File: src/rtl/instr_encoder_pkg.sv
// rtl/instr_encoder_pkg.sv - RV32I instruction formats, opcodes and immediate-range helper.
package instr_encoder_pkg;

  typedef enum logic [2:0] {
    FMT_R = 3'd0,
    FMT_I = 3'd1,
    FMT_S = 3'd2,
    FMT_B = 3'd3,
    FMT_U = 3'd4,
    FMT_J = 3'd5
  } instr_fmt_t;

  // The decoder side names the same selector imm_src_t.
  typedef instr_fmt_t imm_src_t;

  localparam logic [6:0] OP_LUI    = 7'h37;
  localparam logic [6:0] OP_AUIPC  = 7'h17;
  localparam logic [6:0] OP_JAL    = 7'h6f;
  localparam logic [6:0] OP_JALR   = 7'h67;
  localparam logic [6:0] OP_BRANCH = 7'h63;
  localparam logic [6:0] OP_LOAD   = 7'h03;
  localparam logic [6:0] OP_STORE  = 7'h23;
  localparam logic [6:0] OP_IMM    = 7'h13;
  localparam logic [6:0] OP_REG    = 7'h33;

  // True when v survives truncation to a signed field of the given width.
  function automatic logic fits_signed(input logic [31:0] v, input int unsigned bits);
    logic [31:0] hi;
    hi = $signed(v) >>> (bits - 1);
    return (hi == '0) || (hi == '1);
  endfunction

endpackage

File: src/rtl/instr_encoder_imm_packer.sv
// rtl/instr_encoder_imm_packer.sv - scatters an immediate into its RV32I bit positions.
// Range-check output exists only with INSTR_ENCODER_RANGE_CHECK_EN.
module instr_encoder_imm_packer
  import instr_encoder_pkg::*;
(
  input  instr_fmt_t  fmt,
  input  logic [31:0] imm,
  output logic [31:0] imm_bits
`ifdef INSTR_ENCODER_RANGE_CHECK_EN
  ,
  output logic        range_ok
`endif
);

  always_comb begin
    imm_bits = '0;
    case (fmt)
      FMT_I:   imm_bits = {imm[11:0], 20'b0};
      FMT_S:   imm_bits = {imm[11:5], 13'b0, imm[4:0], 7'b0};
      FMT_B:   imm_bits = {imm[12], imm[10:5], 13'b0, imm[4:1], imm[11], 7'b0};
      FMT_U:   imm_bits = {imm[31:12], 12'b0};
      FMT_J:   imm_bits = {imm[20], imm[10:1], imm[11], imm[19:12], 12'b0};
      default: imm_bits = '0;
    endcase
  end

`ifdef INSTR_ENCODER_RANGE_CHECK_EN
  always_comb begin
    range_ok = 1'b1;
    case (fmt)
      FMT_I, FMT_S: range_ok = fits_signed(imm, 12);
      FMT_B:        range_ok = fits_signed(imm, 13) && !imm[0];
      FMT_U:        range_ok = (imm[11:0] == 12'b0);
      FMT_J:        range_ok = fits_signed(imm, 21) && !imm[0];
      default:      range_ok = 1'b1;
    endcase
  end
`endif

endmodule

File: src/rtl/instr_encoder.sv
// rtl/instr_encoder.sv - packs RV32I fields into words and streams them to instruction memory.
// Optional immediate range check: INSTR_ENCODER_RANGE_CHECK_EN.
module instr_encoder
  import instr_encoder_pkg::*;
#(
  parameter int ADDR_W    = 10,
  parameter int BASE_ADDR = 0,
  parameter int DEPTH     = 2
) (
  input  logic              clk_i,
  input  logic              rst_ni,
  input  logic              start_i,
  input  logic              done_i,
  input  logic              in_valid_i,
  output logic              in_ready_o,
  input  logic [2:0]        fmt_i,
  input  logic [6:0]        op_i,
  input  logic [4:0]        rd_i,
  input  logic [4:0]        rs1_i,
  input  logic [4:0]        rs2_i,
  input  logic [2:0]        funct3_i,
  input  logic [6:0]        funct7_i,
  input  logic [31:0]       imm_i,
  output logic              mem_we_o,
  output logic [ADDR_W-1:0] mem_addr_o,
  output logic [31:0]       mem_wdata_o,
  input  logic              mem_ready_i,
  output logic              busy_o,
  output logic              done_o,
  output logic              ovf_o,
  output logic              err_o
);

  localparam int PW = $clog2(DEPTH);

  localparam logic [1:0] ST_IDLE  = 2'd0;
  localparam logic [1:0] ST_RUN   = 2'd1;
  localparam logic [1:0] ST_FLUSH = 2'd2;
  localparam logic [1:0] ST_DONE  = 2'd3;

  localparam logic [ADDR_W-1:0] BASE      = ADDR_W'(BASE_ADDR);
  localparam logic [ADDR_W-1:0] LAST_WORD = {{(ADDR_W-2){1'b1}}, 2'b00};

  logic [1:0]  state;
  logic [31:0] fifo_mem [DEPTH];
  logic [PW:0] wr_ptr, rd_ptr;
  logic        fifo_empty, fifo_full;
  logic        accept, pop;
  instr_fmt_t  fmt;
  logic [31:0] imm_bits, word;

  assign fmt        = instr_fmt_t'(fmt_i);
  assign fifo_empty = (wr_ptr == rd_ptr);
  assign fifo_full  = (wr_ptr[PW] != rd_ptr[PW]) && (wr_ptr[PW-1:0] == rd_ptr[PW-1:0]);
  assign in_ready_o = (state == ST_RUN) && !fifo_full;
  assign accept     = in_valid_i && in_ready_o;
  assign mem_we_o   = !fifo_empty;
  assign pop        = mem_we_o && mem_ready_i;
  assign busy_o     = (state != ST_IDLE);
  assign done_o     = (state == ST_DONE);
  // Gate the read so wdata is 0 whenever nothing is queued.
  assign mem_wdata_o = fifo_empty ? 32'b0 : fifo_mem[rd_ptr[PW-1:0]];

`ifdef INSTR_ENCODER_RANGE_CHECK_EN
  logic range_ok;

  instr_encoder_imm_packer u_imm_packer (
    .fmt      (fmt),
    .imm      (imm_i),
    .imm_bits (imm_bits),
    .range_ok (range_ok)
  );
`else
  instr_encoder_imm_packer u_imm_packer (
    .fmt      (fmt),
    .imm      (imm_i),
    .imm_bits (imm_bits)
  );
`endif

  always_comb begin
    word = imm_bits | {25'b0, op_i};
    case (fmt)
      FMT_I:        word = word | {12'b0, rs1_i, funct3_i, rd_i, 7'b0};
      FMT_S, FMT_B: word = word | {7'b0, rs2_i, rs1_i, funct3_i, 12'b0};
      FMT_U, FMT_J: word = word | {20'b0, rd_i, 7'b0};
      default:      word = word | {funct7_i, rs2_i, rs1_i, funct3_i, rd_i, 7'b0};
    endcase
  end

  always_ff @(posedge clk_i) begin
    if (accept && !start_i) fifo_mem[wr_ptr[PW-1:0]] <= word;
  end

  // start_i restarts the session and overrides any concurrent push, pop or done_i.
  always_ff @(posedge clk_i or negedge rst_ni) begin
    if (!rst_ni) begin
      state      <= ST_IDLE;
      wr_ptr     <= '0;
      rd_ptr     <= '0;
      mem_addr_o <= BASE;
      ovf_o      <= 1'b0;
    end else if (start_i) begin
      state      <= ST_RUN;
      wr_ptr     <= '0;
      rd_ptr     <= '0;
      mem_addr_o <= BASE;
      ovf_o      <= 1'b0;
    end else begin
      if (accept) wr_ptr <= wr_ptr + 1'b1;
      if (pop) begin
        rd_ptr     <= rd_ptr + 1'b1;
        mem_addr_o <= mem_addr_o + ADDR_W'(4);
        if (mem_addr_o == LAST_WORD) ovf_o <= 1'b1;
      end
      case (state)
        ST_IDLE:  state <= ST_IDLE;
        ST_RUN:   if (done_i) state <= ST_FLUSH;
        ST_FLUSH: if (fifo_empty) state <= ST_DONE;
        ST_DONE:  state <= ST_IDLE;
        default:  state <= ST_IDLE;
      endcase
    end
  end

`ifdef INSTR_ENCODER_RANGE_CHECK_EN
  always_ff @(posedge clk_i or negedge rst_ni) begin
    if (!rst_ni)                err_o <= 1'b0;
    else if (start_i)           err_o <= 1'b0;
    else if (accept && !range_ok) err_o <= 1'b1;
  end
`else
  assign err_o = 1'b0;
`endif

endmodule

File: config.mk
export PLATFORM = sky130hd
export DESIGN_NAME = instr_encoder
export DESIGN_NICKNAME = d
export VERILOG_FILES = /design/src/rtl/instr_encoder_pkg.sv /design/src/rtl/instr_encoder_imm_packer.sv /design/src/rtl/instr_encoder.sv
export SDC_FILE = /design/constraint.sdc
export NUM_CORES = 1
export LEC_CHECK = 0
export ABC_AREA = 1
export BUFFER_PORTS_ARGS = -buffer_cell sky130_fd_sc_hd__buf_2
export CAP_MARGIN = 20
export CELL_PAD_IN_SITES_DETAIL_PLACEMENT = 1
export CELL_PAD_IN_SITES_GLOBAL_PLACEMENT = 1
export CORE_MARGIN = 2
export CORE_UTILIZATION = 42
export CTS_CLUSTER_SIZE = 25
export DETAILED_ROUTE_END_ITERATION = 7
export GPL_ROUTABILITY_DRIVEN = 0
export PLACE_DENSITY = 0.92
export RECOVER_POWER = 50
export SETUP_SLACK_MARGIN = 0.05
export SYNTH_ARGS = -nofsm -noshare
export SYNTH_HDL_FRONTEND = slang
export SYNTH_SLANG_ARGS = --single-unit
File: constraint.sdc
create_clock -name clk_i -period 5.76 [get_ports clk_i]
set_clock_uncertainty 0.2 [all_clocks]
set_input_delay 0.288 -clock clk_i [delete_from_list [all_inputs] [get_ports clk_i]]
set_output_delay 0.288 -clock clk_i [all_outputs]
set_load 0.005 [all_outputs]
==> results of run 1 <==
## cells by family after synthesis
group                      synth area share
other                              0.000910
DFF                                   0.558
buffers and inverters                0.0583
AOI/OAI and AO/OA                    0.0717
adders and majority gates            0.0213
xor gates and xnor gates             0.0106
and+or+nand+nor                       0.279
## metal layers
| metal | vias to the layer above | track usage | wire, µm |
|---|---|---|---|
| met1 | 1678 | 0.252 | 4620 |
| li1 | 1668 | - | - |
| met2 | 120 | 0.403 | 6010 |
| met4 | 0 | 0.0779 | 210 |
| met3 | 23 | 0.0549 | 622 |
| met5 | - | 0 | 0 |
## worst register-to-register path, cell delays in order, from the launching register on
cell,delay (ns)
sky130_fd_sc_hd__dfrtp_1,0.34
sky130_fd_sc_hd__clkbuf_1,1.27
sky130_fd_sc_hd__inv_4,0.46
sky130_fd_sc_hd__nand2_1,0.19
sky130_fd_sc_hd__nand2_1,0.10
sky130_fd_sc_hd__nand2_1,0.08
sky130_fd_sc_hd__nand3_1,0.16
sky130_fd_sc_hd__nand2_1,0.14
sky130_fd_sc_hd__nand2_1,0.10
sky130_fd_sc_hd__inv_1,0.46
sky130_fd_sc_hd__buf_16,0.24
## where the power goes
group	total (mW)	switching, mW	internal, mW
logic	0.755	0.485	0.270
clock network	0.460	0.213	0.247
registers	0.754	0.0518	0.702
## per-stage QoR
step | cells | worst slack (ns) | instance area, µm² | utilization
floorplan | 433 | 2.07 | 4130 | -
global placement | 667 | 2.80 | 4770 | 0.495
detailed placement | 668 | 2.91 | 4800 | 0.498
CTS | 692 | 2.65 | 5100 | 0.529
global route | 692 | 1.31 | 5000 | 0.519
finish | 692 | 1.57 | 5000 | 0.519
## sequential cells by signal, indices dropped and copies added (netlist names)
name / count
rd_ptr: 2
wr_ptr: 2
state: 2
fifo_mem: 64
ovf_o: 1
mem_addr_o: 8
## placed cells by master (no fill, tap or decap), types with 2 or more instances in the layout
cell,count
sky130_fd_sc_hd__a21oi_1,3
sky130_fd_sc_hd__a21oi_2,30
sky130_fd_sc_hd__buf_2,100
sky130_fd_sc_hd__bufinv_16,2
sky130_fd_sc_hd__clkbuf_1,19
sky130_fd_sc_hd__clkbuf_8,9
sky130_fd_sc_hd__clkinvlp_4,2
sky130_fd_sc_hd__conb_1,3
sky130_fd_sc_hd__dfrtp_1,15
sky130_fd_sc_hd__dlygate4sd3_1,8
sky130_fd_sc_hd__edfxtp_1,64
sky130_fd_sc_hd__ha_1,7
sky130_fd_sc_hd__inv_1,19
sky130_fd_sc_hd__inv_2,3
sky130_fd_sc_hd__inv_6,2
sky130_fd_sc_hd__nand2_1,178
sky130_fd_sc_hd__nand2_4,2
sky130_fd_sc_hd__nand3_1,45
sky130_fd_sc_hd__nand4_1,5
sky130_fd_sc_hd__nor2_1,24
sky130_fd_sc_hd__nor2_2,2
sky130_fd_sc_hd__o21ai_0,2
sky130_fd_sc_hd__xnor2_1,2
sky130_fd_sc_hd__xor2_1,3
## worst paths after layout
kind	start	end	slack [ns]	cells past startpoint
worst max-delay path	rd_ptr[0]	mem_wdata_o[25]	1.57	8
worst min-delay path	mem_ready_i	ovf_o	0.03	3
worst max register to register	rd_ptr[0]	fifo_mem[0][6]	1.73	10
worst min register to register	ovf_o	ovf_o	0.34	2
max in group asynchronous	rst_ni	mem_addr_o[4]	4.47	2
min in group asynchronous	rst_ni	state[0]	0.36	2
## area by class of cell
class	count	area share
clock inverter	6	0.0185
tap	133	0.0333
sequential	79	0.459
clock buffer	10	0.0255
timing repair buffer	128	0.137
inverter	25	0.0228
multi-input combinational	311	0.304
==> metrics.json, run 1 <==
{
  "outcome": "complete, but fails checks",
  "failed_checks": "max-capacitance violations, max-slew violations",
  "path_cells": "clkbuf_1 -> inv_4 -> nand2_1 -> nand2_1 -> nand2_1 -> inv_2 -> a21oi_2 -> buf_2",
  "grt_first_pass_wirelength_um": 17700,
  "layout_cell_share_with_drive_strength_beyond_1": 0.286,
  "critical_path_peak_fanout": 36,
  "drc": 0,
  "standard_cell_rows": 36,
  "post_layout_min_period_ns": 4.19,
  "rsz0062_at_grt": "false",
  "cts.repair.resized": 0,
  "timing.setup.tns_ns": 0,
  "cts_root_buffer": "sky130_fd_sc_hd__clkbuf_8",
  "die_area_um2": 10600,
  "yosysUniqueCellTypes": 32,
  "postSynthAreaPerCell_um2": 9.56,
  "num-nets-final": 634,
  "cp.required_ns": 5.27,
  "placeableCoreArea_um2": 9640,
  "holdBufCountCts": 8,
  "detail-route-antenna-nets": 0,
  "diodes": 0,
  "fill_cells": 1174,
  "timing.critical_path.arrival_ns": 3.70,
  "period_share": 0.727,
  "yosysTopAreaCellShare": 0.467,
  "timing.max_slew.rel_slack": -0.185,
  "antenna_violations_before_repair": 0,
  "total_power_mw": 1.97,
  "timing.hold.ws_ns": 0.0308,
  "chipHeight_um": 103,
  "netlist_area_um2": 4120,
  "routed_via_density": 5.04,
  "cts_post_setup_buffers_inserted": 0,
  "synth-seq-area-share": 0.558,
  "cpMostUsedCell": "sky130_fd_sc_hd__nand2_1",
  "synth_top_cells_by_area": "sky130_fd_sc_hd__edfxtp_1 47%, sky130_fd_sc_hd__nand2_1 15%, sky130_fd_sc_hd__dfrtp_1 9.1%",
  "final-setup-viol-count": 0,
  "timing.max_cap.violations": 1,
  "dieWidth_um": 103,
  "cpLargestDelayFamily": "buffers and inverters",
  "post-synth-top-count-cell": "sky130_fd_sc_hd__nand2_1",
  "hpwlAfterDp_um": 8180,
  "route.final.wire_length_um": 11500,
  "hp-class": "primary input to flop",
  "timing.critical_path.slowest_stage_cell": "sky130_fd_sc_hd__clkbuf_1",
  "slew_worst_pin_ns": 1.78,
  "multi_input_area_um2": 1520,
  "groute.usage.overall": 0.221,
  "edff_count_synth": 64,
  "ios": 121,
  "syn-instance-count": 431,
  "timing.setup.critical_path_class": "flop to output port",
  "critical_path.endpoint_type": "output port",
  "syn2layout_area_growth_pct": 21.4,
  "maxSlewViolCount": 37,
  "tritoncts.num_buffers": 9,
  "netlist.top_cell.by_area": "sky130_fd_sc_hd__edfxtp_1",
  "cts_max_path_buffers": 2,
  "ctsHtreeMaxLevel": 3,
  "fmax_mhz": 239,
  "critPathBufInv": 4,
  "total_number_of_clock_tree_sinks": 79,
  "synth.yosys.warnings": 0,
  "vias": 3489,
  "initial_core_utilization": 0.427,
  "grt-ovfl-total": 0,
  "synth_flop_type": "sky130_fd_sc_hd__edfxtp_1",
  "detail_route.wl_per_cell_um": 16.6,
  "cts_tree": "done",
  "hold_violations": 0,
  "clk_transition_reported_paths_ns": 0.08,
  "vdd_drop_max_mv": 0.167,
  "startpoint_type": "flop",
  "worst_skew_pair.late_latency_ns": 0.35,
  "critPathMaxStageDelay_ns": 1.27,
  "grt_pass1_vias": 3659,
  "power.static_leakage_nw": 2.23,
  "drt_first_iter_violations": 126,
  "synth_top_cells_by_count": "170 x sky130_fd_sc_hd__nand2_1, 64 x sky130_fd_sc_hd__edfxtp_1, 44 x sky130_fd_sc_hd__nand3_1",
  "power.density_nw_per_um2": 394,
  "seqCellArea_um2": 2300,
  "grt_start_max_net_pins": 37,
  "synth_async_sr_flop_share": 0.190,
  "ys_seq_elements": 79,
  "detailedRoute.firstPassIterationCount": 4,
  "placement.io_buffers": 117
}
(Power assumes the default switching activity.)
==> inputs of run 2 (changes only) <==
Settings changed: CORE_UTILIZATION 42 to 35, PLACE_DENSITY 0.92 to 0.82.
Clock period 5.76 ns to 3.5 ns, I/O delays scaled along.
==> run 2 against run 1 <==
Net effect: the flow finishes with violations (negative hold slack); first-iteration DRC count increased by 24%; critical endpoint is now mem_wdata_o[31]; sequential share of layout area decreased by 4.3 points; sequential power increased by 64%; highest routed layer unchanged; power increased by 76%; global-route usage decreased by 2.3 points; combinational power increased by 71%; worst setup slack got worse by 0.88 ns; largest power group unchanged; final area increased by 10%; count of clock-buffer cells in the layout decreased by 1; clock power increased by 100%; largest cell class unchanged.
==> metrics.json, run 2 (same netlist as run 1, synthesis figures left out) <==
{
  "period_share": 0.800,
  "cp.required": {"value": 3.12, "unit": "ns", "change": "-2.15 ns"},
  "cts_max_path_buffers": {"value": 2, "change": "unchanged"},
  "slew_worst_pin": {"value": 1.21, "unit": "ns", "change": "-0.563 ns"},
  "tritoncts.num_buffers": {"value": 9, "change": "unchanged"},
  "seqCellArea": {"value": 2300, "unit": "µm²", "change": "unchanged"},
  "antenna_violations_before_repair": {"value": 0, "change": "unchanged"},
  "multi_input_area": {"value": 1530, "unit": "µm²", "change": "+0.74%"},
  "placed_cells_incl_taps": {"value": 678, "change": "+1.5%"},
  "timing.critical_path.slowest_stage_cell": "sky130_fd_sc_hd__inv_2",
  "ios": {"value": 121, "change": "unchanged"},
  "cts_tree": "done",
  "hold-path-endpoint": "fifo_mem[1][23]",
  "path_cells": "buf_4 -> nand2_1 -> nand2_1 -> nand2_1 -> inv_2 -> a21oi_1 -> buf_2",
  "grt_pass1_vias": {"value": 3864, "change": "+5.6%"},
  "hold_violations": {"value": 2, "change": "+2"},
  "hpwlAfterDp": {"value": 7830, "unit": "µm", "change": "-4.3%"},
  "worst_skew_pair.late_latency": {"value": 0.33, "unit": "ns", "change": "-0.02 ns"},
  "detailedRoute.firstPassIterationCount": {"value": 4, "change": "unchanged"},
  "detail-route-antenna-nets": {"value": 0, "change": "unchanged"},
  "layout_cell_share_with_drive_strength_beyond_1": {"value": 0.278, "change": "-0.00789"},
  "cts_root_buffer": "sky130_fd_sc_hd__clkbuf_16",
  "placement.io_buffers": {"value": 117, "change": "unchanged"},
  "fmax_mhz": 357,
  "grt_start_max_net_pins": {"value": 36, "change": "-2.7%"},
  "critical_path_peak_fanout": {"value": 35, "change": "-2.8%"},
  "outcome": "complete, but fails checks",
  "placeableCoreArea": {"value": 11500, "unit": "µm²", "change": "+19%"},
  "timing.hold.ws": {"value": -0.00201, "unit": "ns", "change": "-0.0328 ns"},
  "cpMostUsedCell": "sky130_fd_sc_hd__nand2_1",
  "drc": {"value": 0, "change": "unchanged"},
  "grt-ovfl-total": {"value": 0, "change": "unchanged"},
  "power.static_leakage": {"value": 2.48, "unit": "nW", "change": "+11%"},
  "timing.critical_path.arrival": {"value": 2.43, "unit": "ns", "change": "-1.27 ns"},
  "timing.max_cap.violations": {"value": 0, "change": "-1"},
  "clk_transition_reported_paths": {"value": 0.06, "unit": "ns", "change": "-0.02 ns"},
  "post_layout_min_period_ns": 2.80,
  "hp-start": "imm_i[23]",
  "fin_cells": {"value": 743, "change": "+7.4%"},
  "mostFrequentLayoutCell": "sky130_fd_sc_hd__nand2_1",
  "r2r_slack": {"value": 0.88, "unit": "ns", "change": "-0.85 ns"},
  "total_number_of_clock_tree_sinks": {"value": 79, "change": "unchanged"},
  "vias": {"value": 3677, "change": "+5.4%"},
  "grt_first_pass_wirelength": {"value": 19700, "unit": "µm", "change": "+11%"},
  "rr_endpoint": "fifo_mem[0][15]",
  "worst-r2r-cell-count": {"value": 9, "change": "-1"},
  "mostFrequentLayoutCells": "177 x sky130_fd_sc_hd__nand2_1, 104 x sky130_fd_sc_hd__buf_2, 64 x sky130_fd_sc_hd__edfxtp_1",
  "drt_first_iter_violations": {"value": 156, "change": "+24%"},
  "dpl_worst_slack": {"value": 0.898, "unit": "ns", "change": "-2.01 ns"},
  "timing.setup.critical_path_class": "flop to output port",
  "cts.repair.resized": {"value": 0, "change": "unchanged"},
  "detailed_place.area": {"value": 4810, "unit": "µm²", "change": "+0.23%"},
  "final-setup-viol-count": {"value": 0, "change": "unchanged"},
  "die_area": {"value": 12700, "unit": "µm²", "change": "+19%"},
  "detail_route.wl_per_cell": {"value": 16.8, "unit": "µm", "change": "+1.4%"},
  "dieWidth": {"value": 112, "unit": "µm", "change": "+9.2%"},
  "final_design_area_no_fill": {"value": 5510, "unit": "µm²", "change": "+10%"},
  "timing.max_slew.rel_slack": {"value": 0.187, "change": "+0.372"},
  "startpoint_type": "flop",
  "rsz0062_at_grt": "false",
  "routed_via_density": {"value": 4.95, "change": "-1.8%"},
  "route.final.wire_length": {"value": 12500, "unit": "µm", "change": "+8.8%"},
  "timing.setup.tns": {"value": 0, "unit": "ns", "change": "unchanged"},
  "setup_slack": {"value": 0.698, "unit": "ns", "change": "-0.876 ns"},
  "largest_register_ff_count": {"value": 64, "change": "unchanged"},
  "standard_cell_rows": {"value": 39, "change": "+8.3%"},
  "groute.usage.overall": {"value": 0.199, "change": "-0.0229"},
  "critPathMaxStageDelay": {"value": 0.68, "unit": "ns", "change": "-0.59 ns"},
  "total_power": {"value": 3.47, "unit": "mW", "change": "+76%"},
  "vdd_drop_max": {"value": 0.336, "unit": "mV", "change": "+100%"},
  "worst_hold_path.num_cells": {"value": 3, "change": "unchanged"},
  "critical_path.endpoint_type": "output port",
  "diodes": {"value": 0, "change": "unchanged"},
  "fill_cells": {"value": 1327, "change": "+13%"},
  "hp-class": "primary input to flop",
  "r2r_start": "rd_ptr[0]",
  "syn2layout_area_growth_pct": 33.8,
  "postLayoutCoreUtil": {"value": 0.481, "change": "-0.0382"},
  "ctsHtreeMaxLevel": {"value": 3, "change": "unchanged"},
  "initial_core_utilization": {"value": 0.359, "change": "-0.0681"},
  "failed_checks": "negative hold slack",
  "power.density": {"value": 630, "unit": "nW/µm²", "change": "+60%"},
  "num-nets-final": {"value": 675, "change": "+6.5%"},
  "chipHeight": {"value": 112, "unit": "µm", "change": "+9.2%"},
  "maxSlewViolCount": {"value": 0, "change": "-100%"}
}
run 2: routing by layer:
layer | part of all wire | GRT usage
met5 | 0 | 0
met4 | 0.025 | 0.0789
met1 | 0.40 | 0.227
met3 | 0.053 | 0.0373
met2 | 0.53 | 0.365
run 2: how the worst max path moves through the flow:
stage,endpoint,cells after the start,slack (ns),startpoint
2_1_floorplan,fifo_mem[1][0],6,0.78,rd_ptr[0]
3_3_place_gp,fifo_mem[0][3],9,0.98,rd_ptr[0]
3_5_place_dp,fifo_mem[0][3],9,0.90,rd_ptr[0]
4_1_cts,mem_wdata_o[31],7,0.71,rd_ptr[0]
5_1_grt,mem_wdata_o[31],7,0.49,rd_ptr[0]
6_report,mem_wdata_o[31],7,0.70,rd_ptr[0]
run 2: layout make-up:
cell class,count,area share
clock buffers,9,0.0409
clock inverters,7,0.0127
inverters,25,0.0207
multi-input cells,311,0.278
flip-flops and latches,79,0.417
well taps,143,0.0325
repair buffers,169,0.199
run 2: where the power goes:
part | leakage, nW | switching, mW | internal (mW) | total (mW)
combinational | 1.54 | 0.811 | 0.478 | 1.29
sequential | 0.788 | 0.0832 | 1.16 | 1.24
clock | 0.146 | 0.387 | 0.554 | 0.941
total | 2.48 | 1.28 | 2.19 | 3.47
run 2: worst max-delay path: cells and delay by family (launching register included):
family                 cells  cell delay [ns]
buffers and inverters      3             1.24
DFF                        1             0.38
AOI/OAI and AO/OA          1             0.10
and+or+nand+nor            3             0.35
run 2: what timing repair did:
item,4_1_cts,5_1_grt
hold buffers,49,0
buffers inserted,0,0
hold endpoints to repair,71,0
